## src/rtl/mips_pkg.sv

```systemverilog
// mips_pkg: constants shared by the pipeline control blocks and the mult/div unit
package mips_pkg;
  localparam logic [4:0] REG_ZERO = 5'd0;
  localparam logic [0:0] MD_IDLE = 1'b0;
  localparam logic [0:0] MD_BUSY = 1'b1;
  localparam int MD_LATENCY_DEF = 8;
endpackage

```

## src/rtl/hazard_ctrl_sat_counter.sv

```systemverilog
// sat_counter: up counter that holds at all-ones instead of wrapping
module sat_counter #(
  parameter int W = 16
) (
  input  logic         clk,
  input  logic         rst,
  input  logic         inc,
  output logic [W-1:0] cnt
);
  always_ff @(posedge clk)
    if (rst) cnt <= '0;
    else if (inc && cnt != '1) cnt <= cnt + 1'b1;
endmodule

```

## src/rtl/hazard_ctrl.sv

```systemverilog
// hazard_ctrl: stall/flush sequencer for the 5-stage pipeline with mult/div busy tracking
module hazard_ctrl import mips_pkg::*; #(
  parameter int MD_LATENCY = MD_LATENCY_DEF,
  parameter int DELAY_SLOT = 0,
  parameter int CNT_W = 16
) (
  input  logic             clk,
  input  logic             rst,
  input  logic [4:0]       id_rs,
  input  logic [4:0]       id_rt,
  input  logic             id_uses_rs,
  input  logic             id_uses_rt,
  input  logic             ex_mem_read,
  input  logic [4:0]       ex_rt,
  input  logic             id_branch_taken,
  input  logic             id_md_use,
  input  logic             ex_md_start,
  output logic             pc_en,
  output logic             if_id_en,
  output logic             if_id_rst,
  output logic             id_ex_rst,
  output logic             md_busy,
  output logic [CNT_W-1:0] stall_cnt,
  output logic [CNT_W-1:0] flush_cnt
);
  logic [0:0] state;
  logic [7:0] md_cnt;
  logic       load_use;
  logic       md_hazard;
  logic       stall;
  always_ff @(posedge clk)
    if (rst) begin
      state  <= MD_IDLE;
      md_cnt <= '0;
    end else if (ex_md_start) begin
      state  <= MD_BUSY;
      md_cnt <= 8'(MD_LATENCY - 1);
    end else if (state == MD_BUSY) begin
      if (md_cnt == '0) state <= MD_IDLE;
      else md_cnt <= md_cnt - 1'b1;
    end
  // Reset masks the registered busy flag so an aborted busy period never leaks out
  always_comb begin
    md_busy   = ~rst & (state == MD_BUSY);
    load_use  = ex_mem_read & (ex_rt != REG_ZERO) &
                ((id_uses_rs & (id_rs == ex_rt)) | (id_uses_rt & (id_rt == ex_rt)));
    md_hazard = id_md_use & (md_busy | ex_md_start);
    stall     = ~rst & (load_use | md_hazard);
    pc_en     = ~rst & ~stall;
    if_id_en  = ~rst & ~stall;
    if_id_rst = rst | (~stall & id_branch_taken & (DELAY_SLOT == 0));
    id_ex_rst = rst | stall;
  end
  sat_counter #(.W(CNT_W)) u_stall_cnt (
    .clk(clk),
    .rst(rst),
    .inc(stall),
    .cnt(stall_cnt)
  );
  sat_counter #(.W(CNT_W)) u_flush_cnt (
    .clk(clk),
    .rst(rst),
    .inc(~rst & if_id_rst),
    .cnt(flush_cnt)
  );
endmodule
```

## config.mk

```make
export PLATFORM = sky130hd
export DESIGN_NAME = hazard_ctrl
export DESIGN_NICKNAME = d
export VERILOG_FILES = /design/src/rtl/mips_pkg.sv /design/src/rtl/hazard_ctrl_sat_counter.sv /design/src/rtl/hazard_ctrl.sv
export SDC_FILE = /design/constraint.sdc
export NUM_CORES = 1
export LEC_CHECK = 0
export ABC_AREA = 1
export ABC_CLOCK_PERIOD_IN_PS = 2400
export CAP_MARGIN = 15
export CORE_MARGIN = 5
export CORE_UTILIZATION = 50
export CTS_BUF_LIST = sky130_fd_sc_hd__clkbuf_8
export CTS_CLUSTER_DIAMETER = 30
export DETAILED_ROUTE_END_ITERATION = 8
export DONT_BUFFER_PORTS = 1
export PLACE_DENSITY = 0.63
export RECOVER_POWER = 25
export SLEW_MARGIN = 20
export SYNTH_ARGS = -nofsm -noshare
export SYNTH_HDL_FRONTEND = slang
export SYNTH_SLANG_ARGS = --single-unit
```

## constraint.sdc

```tcl
create_clock -name clk -period 2.4 [get_ports clk]
set_clock_uncertainty 0.15 [all_clocks]
set_input_delay 0.12 -clock clk [delete_from_list [all_inputs] [get_ports clk]]
set_output_delay 0.12 -clock clk [all_outputs]
set_load 0.01 [all_outputs]
```

Word level (Yosys, flattened, before mapping). Index checks and enable logic that the tools add are counted.

Mux-type cells: 6. Bitwise logic cells: 18. Add/sub/neg operators: 3. Reductions and logical operators: 8. Equal/unequal tests: 5.

Operator list (count): adder 16 x 1 -> 16 bit (second input constant) (2); inequality test 16 bit (second input constant) (2); bitwise AND 1 bit (10); equality test 5 bit (2); 2-to-1 mux 3 bit (3); logical NOT 8 bit (1); subtractor 8 x 1 -> 8 bit (second input constant) (1); OR 1 bit (5); nonzero test 5 bit (1); AND reduction 2 bit (2); 2-to-1 mux 1 bit (3); inverter 1 bit (3); logical AND 1 bit (2); inequality test 2 bit (second input constant) (1); nonzero test 2 bit (1); OR reduction 2 bit (1).

Output and inout bits: 37. Register bits: 41.

Depth between registers and ports, before layout.
Depth after elaboration: 11. Mapped depth: 13.

By module. Synthesis repeated with hierarchy kept, for this count alone.

Cells, all modules: 434. Area, all modules: 2660.1 µm².

By module, submodules not included: sat_counter (times used 2, sequential area each 320.3 µm², cells an instance 149, area an instance 929.6 µm²); hazard_ctrl (times used 1, sequential area each 180.2 µm², cells an instance 136, area an instance 800.8 µm²).

Worst setup path before layout. OpenSTA, ideal clock, no wires.

Path kind: register to register. Start point: register u_stall_cnt.cnt[0]. End point: register u_stall_cnt.cnt[10]. Stages on the path, launching flop included: 14. Setup slack: 0.588 ns. Required time: 2.118 ns. Setup time: 0.132 ns. Arrival: 1.529 ns. Cells stage by stage: dfxtp_1 > ha_1 > nand2_1 > clkinv_1 > nand3_2 > nor2_4 > nand3_2 > nor2_2 > nor2_2 > nand2_4 > inv_2 > buf_6 > nand2_1 > a21oi_1.

Cells in the longest elaborated chain, start to end: 2. Elaborated cells between the ends (all ways): 3. Those cells by class: 1 x add/sub; 1 x eq/ne; 1 x reduce/logical.

RTL lines: start, declared (line hazard_ctrl_sat_counter.sv:8) `output logic [W-1:0] cnt`; start signal, assigned (line hazard_ctrl_sat_counter.sv:12) `else if (inc && cnt != '1) cnt <= cnt + 1'b1;`; parallel branches: the longest is 2 deep, another holds adder 16 x 1 -> 16 bit.

Several ways; the timed one is not identified. A chain may end at the register's enable or synchronous reset.

Worst setup path in the final report.
Start point: register u_stall_cnt.cnt[1]. End point: register u_stall_cnt.cnt[0].

Cells in the longest elaborated chain, start to end: 2.

RTL lines (line): inequality test 16 bit (hazard_ctrl_sat_counter.sv:12); logical AND 1 bit (hazard_ctrl_sat_counter.sv:12).

No other way between the ends.

==> flow_metrics.env <==
export IMPL_outcome="finished, final reports clean"
export IMPL_diodes=0
export IMPL_antenna_found_initial=0
export IMPL_rsz0062_at_grt="false"
export IMPL_seqPwrFrac_pct=53.6
export IMPL_max_vdd_ir_drop_uv=260
export IMPL_setup_viol_count_final=0
export IMPL_portBuffers=0
export IMPL_r2r_cells=12
export IMPL_p_int_uw=967
export IMPL_vias=2340
export IMPL_cpPeakStageDelay_ps=450
export IMPL_hold_path_class="in -> reg"
export IMPL_fin_crit_sh_pct=87.5
export IMPL_syn_avg_cell_area_sq_um=6.67
export IMPL_worst_path_max_delay_cell="dfxtp_1"
export IMPL_dpl_hpwl_um=4330
export IMPL_crit_path_end_kind="flip-flop"
export IMPL_syn_area_sq_um=2510
export IMPL_crit_fanout=16
export IMPL_drive_gt1_share_pct=9.87
export IMPL_p_leak_uw=0.00113
export IMPL_cts_root_buf="clkbuf_8"
export IMPL_cp_num_buf_inv=2
export IMPL_firstDrtPassIters=4
export IMPL_postSynthCellCount=377
export IMPL_yosysUniqueCellTypes=35
export IMPL_cp_arrival_ps=2130
export IMPL_min_path_cells=3
export IMPL_reg2reg_from="u_stall_cnt.cnt[1]"
export IMPL_p_sw_uw=339
export IMPL_synth_top_family_by_area="simple AND/OR/NAND/NOR gates"
export IMPL_pwr_density_cell_nw_per_um2=481
export IMPL_die_h_um=80.9
export IMPL_worst_skew_pair_late_latency_ps=290
export IMPL_synth_xor_area_share_pct=8.36
export IMPL_cts_sinks=41
export IMPL_synth_simple_area_share_pct=35.2
export IMPL_ff2ff_setup_slack_ps=300
export IMPL_worstMarginPinSlew_ps=531
export IMPL_swShare_pct=25.9
export IMPL_setup_ws_ps=300
export IMPL_pwr_share_clk_pct=35.4
export IMPL_yosysWarnings=0
export IMPL_synth_compound_area_share_pct=12.2
export IMPL_grt_ovfl_total=0
export IMPL_cts_tree="yes"
export IMPL_hold_violations=0
export IMPL_fin_setup_tns_ps=0
export IMPL_viasPerCell=5.18
export IMPL_synth_adder_area_share_pct=1.99
export IMPL_period_needed_ps=2100
export IMPL_hp_start="rst"
export IMPL_max_freq_mhz=476
export IMPL_core_area_sq_um=4820
export IMPL_first_iter_violations=164
export IMPL_cp_top_family="simple AND/OR/NAND/NOR gates"
export IMPL_die_w_um=80.9
export IMPL_final_antenna_net_count=0
export IMPL_grt_pass1_vias=2271
export IMPL_grt_pass1_wl_um=10200
export IMPL_wl_per_cell_um=13.1
export IMPL_path_class="reg -> reg"
export IMPL_nNetsFinal=412
export IMPL_whs_endpoint="u_stall_cnt.cnt[3]"
export IMPL_clk_pin_slew_ps=80
export IMPL_max_cap_violations=0
export IMPL_start_util_pct=52.2
export IMPL_synthMuxAreaShare_pct=0
export IMPL_die_area_sq_um=6550
export IMPL_io_pins=60
export IMPL_synth_seq_cells=41
export IMPL_yosysSeqAreaShare_pct=32.7
export IMPL_cts_max_path_buffers=2
export IMPL_drt_drc_violations_left=0
export IMPL_cts_buffers=5
export IMPL_start_kind="flip-flop"
export IMPL_grt_max_degree=30
export IMPL_slew_headroom_pct=64.5
export IMPL_crit_chain="ha_1, nand2_1, clkinv_1, nand3_2, nor2_4, nand3_2, nor2_2, nor2_2, nand2_4, inv_2, o21ai_0, a21oi_1"
export IMPL_preCtsSetupSlack_ps=328
export IMPL_routabilityCongestion=0.818
export IMPL_drv_slew=0
export IMPL_combPwrFrac_pct=11.0
export IMPL_htreeDepth=2
export IMPL_cp_required_ps=2430
export IMPL_placementRows=25
export IMPL_post_cts_setup_buffers=0
export IMPL_syn_nets=404
export IMPL_worstReg2RegEnd="u_stall_cnt.cnt[0]"
export IMPL_cp_num_cells=12
export IMPL_routed_wirelength_um=5910
export IMPL_syn_to_final_growth_pct=8.01
export IMPL_grtUsageTotal_pct=19.4
-- per-stage QoR --
stage	utilization [%]	power, uW	area (sq um)	instances	hold WS (ps)
4_1_cts	56.6	1320	2730	452	8.44
5_1_grt	56.4	1380	2720	452	67.9
6_report	56.4	1310	2720	452	21.7
3_3_place_gp	53.9	842	2600	442	44.2
3_5_place_dp	53.9	845	2600	442	45.5
2_1_floorplan	-	828	2510	377	122
-- worst reg2reg max path, stage by stage, from the launching register on --
cell      delay (ps)
dfxtp_1          450
ha_1             230
nand2_1           80
clkinv_1          70
nand3_2          100
nor2_4           130
nand3_2           90
nor2_2           110
nor2_2            60
nand2_4          150
inv_2            150
o21ai_0          170
a21oi_1           50
-- power groups by stage --
stage	sequential (uW)	combinational [uW]	clock, uW
floorplan	718	110	0
global placement	716	127	0
detailed placement	716	129	0
CTS	700	146	480
global route	701	166	509
finish	699	144	462
-- kinds of logic after synthesis --
| kind of cell | after synthesis |
|---|---|
| flops | 41 |
| simple gates | 195 |
| buf+inv | 55 |
| xor+xnor | 24 |
| fa+ha+maj | 4 |
| compound gates | 58 |
-- worst max-delay path by stage --
stage,startpoint,end
after global placement,u_stall_cnt.cnt[1],u_stall_cnt.cnt[0]
after detailed placement,u_stall_cnt.cnt[1],u_stall_cnt.cnt[0]
final,u_stall_cnt.cnt[1],u_stall_cnt.cnt[0]
after global routing,u_stall_cnt.cnt[1],u_stall_cnt.cnt[0]
after floorplan,u_stall_cnt.cnt[0],u_stall_cnt.cnt[10]
after CTS,u_stall_cnt.cnt[1],u_stall_cnt.cnt[0]
-- placed cells by master (no fill, tap or decap), types with 3 or more instances in the layout --
master | synthesis | routed
a21oi_1 | 31 | 31
buf_4 | 1 | 7
clkbuf_1 | 4 | 3
clkbuf_8 | 0 | 6
dfxtp_1 | 41 | 41
ha_1 | 4 | 4
inv_1 | 35 | 35
inv_2 | 6 | 6
nand2_1 | 89 | 89
nand2_2 | 3 | 3
nand3_1 | 31 | 31
nand3_2 | 3 | 3
nand4_1 | 8 | 8
nor2_1 | 44 | 44
nor2_2 | 4 | 4
nor3_1 | 6 | 6
o21ai_0 | 10 | 10
o21ai_1 | 12 | 12
xnor2_1 | 10 | 10
xor2_1 | 14 | 14
-- state kept, by name, summed over array words and instances, names as in the netlist --
signal	count
u_stall_cnt.cnt	16
md_cnt	8
state	1
u_flush_cnt.cnt	16
-- per-layer routing --
layer,GRT usage [%],share of wire (%),vias to the layer above
li1,-,-,1234
met1,23.5,44,1047
met2,34.2,48,57
met3,4.55,7.0,2
met4,5.07,0.37,0
met5,0,0,-
-- layout make-up --
cell class / instances / area (sq um)
multi-input cells: 281 / 1450
clock inverters: 1 / 7.51
inverters: 43 / 163
fillers: 529 / 2100
flip-flops and latches: 41 / 821
repair buffers: 13 / 104
clock buffers: 6 / 82.6
well taps: 67 / 83.8
-- synth_stat cells --
| cell type | instances | area (sq um) |
|---|---|---|
| nand3b_1 | 1 | 7.51 |
| nand2_4 | 1 | 11.3 |
| clkbuf_2 | 2 | 10.0 |
| ha_1 | 4 | 50.1 |
| clkinv_1 | 1 | 3.75 |
| a21oi_1 | 31 | 155 |
| buf_6 | 3 | 33.8 |
| nand4_4 | 1 | 21.3 |
| nand2_1 | 89 | 334 |
| nor3_1 | 6 | 30.0 |
| nand3_1 | 31 | 155 |
| nor2_4 | 1 | 11.3 |
| nand4_2 | 1 | 12.5 |
| o21ai_0 | 10 | 50.1 |
| inv_2 | 6 | 22.5 |
| nor3b_1 | 1 | 7.51 |
| clkbuf_1 | 4 | 15.0 |
| nand4_1 | 8 | 50.1 |
| xor2_1 | 14 | 123 |
| a31oi_1 | 1 | 6.26 |
| a31oi_2 | 1 | 12.5 |
| buf_2 | 2 | 10.0 |
| nor2_2 | 4 | 25.0 |
| inv_1 | 35 | 131 |
| o21ai_2 | 1 | 8.76 |
| o21ai_1 | 12 | 60.1 |
| xnor2_1 | 10 | 87.6 |
| nor2_1 | 44 | 165 |
| dfxtp_1 | 41 | 821 |
| nor4_1 | 1 | 6.26 |
| clkinv_2 | 1 | 5.00 |
| o21a_1 | 2 | 15.0 |
| nand3_2 | 3 | 30.0 |
| nand2_2 | 3 | 18.8 |
| buf_4 | 1 | 7.51 |
-- timing repair --
action,in CTS,in global routing
hold endpoints to repair,31,0
gates resized for setup,0,0
hold buffers,3,0
Note: power is estimated with default switching activity, not from simulation.
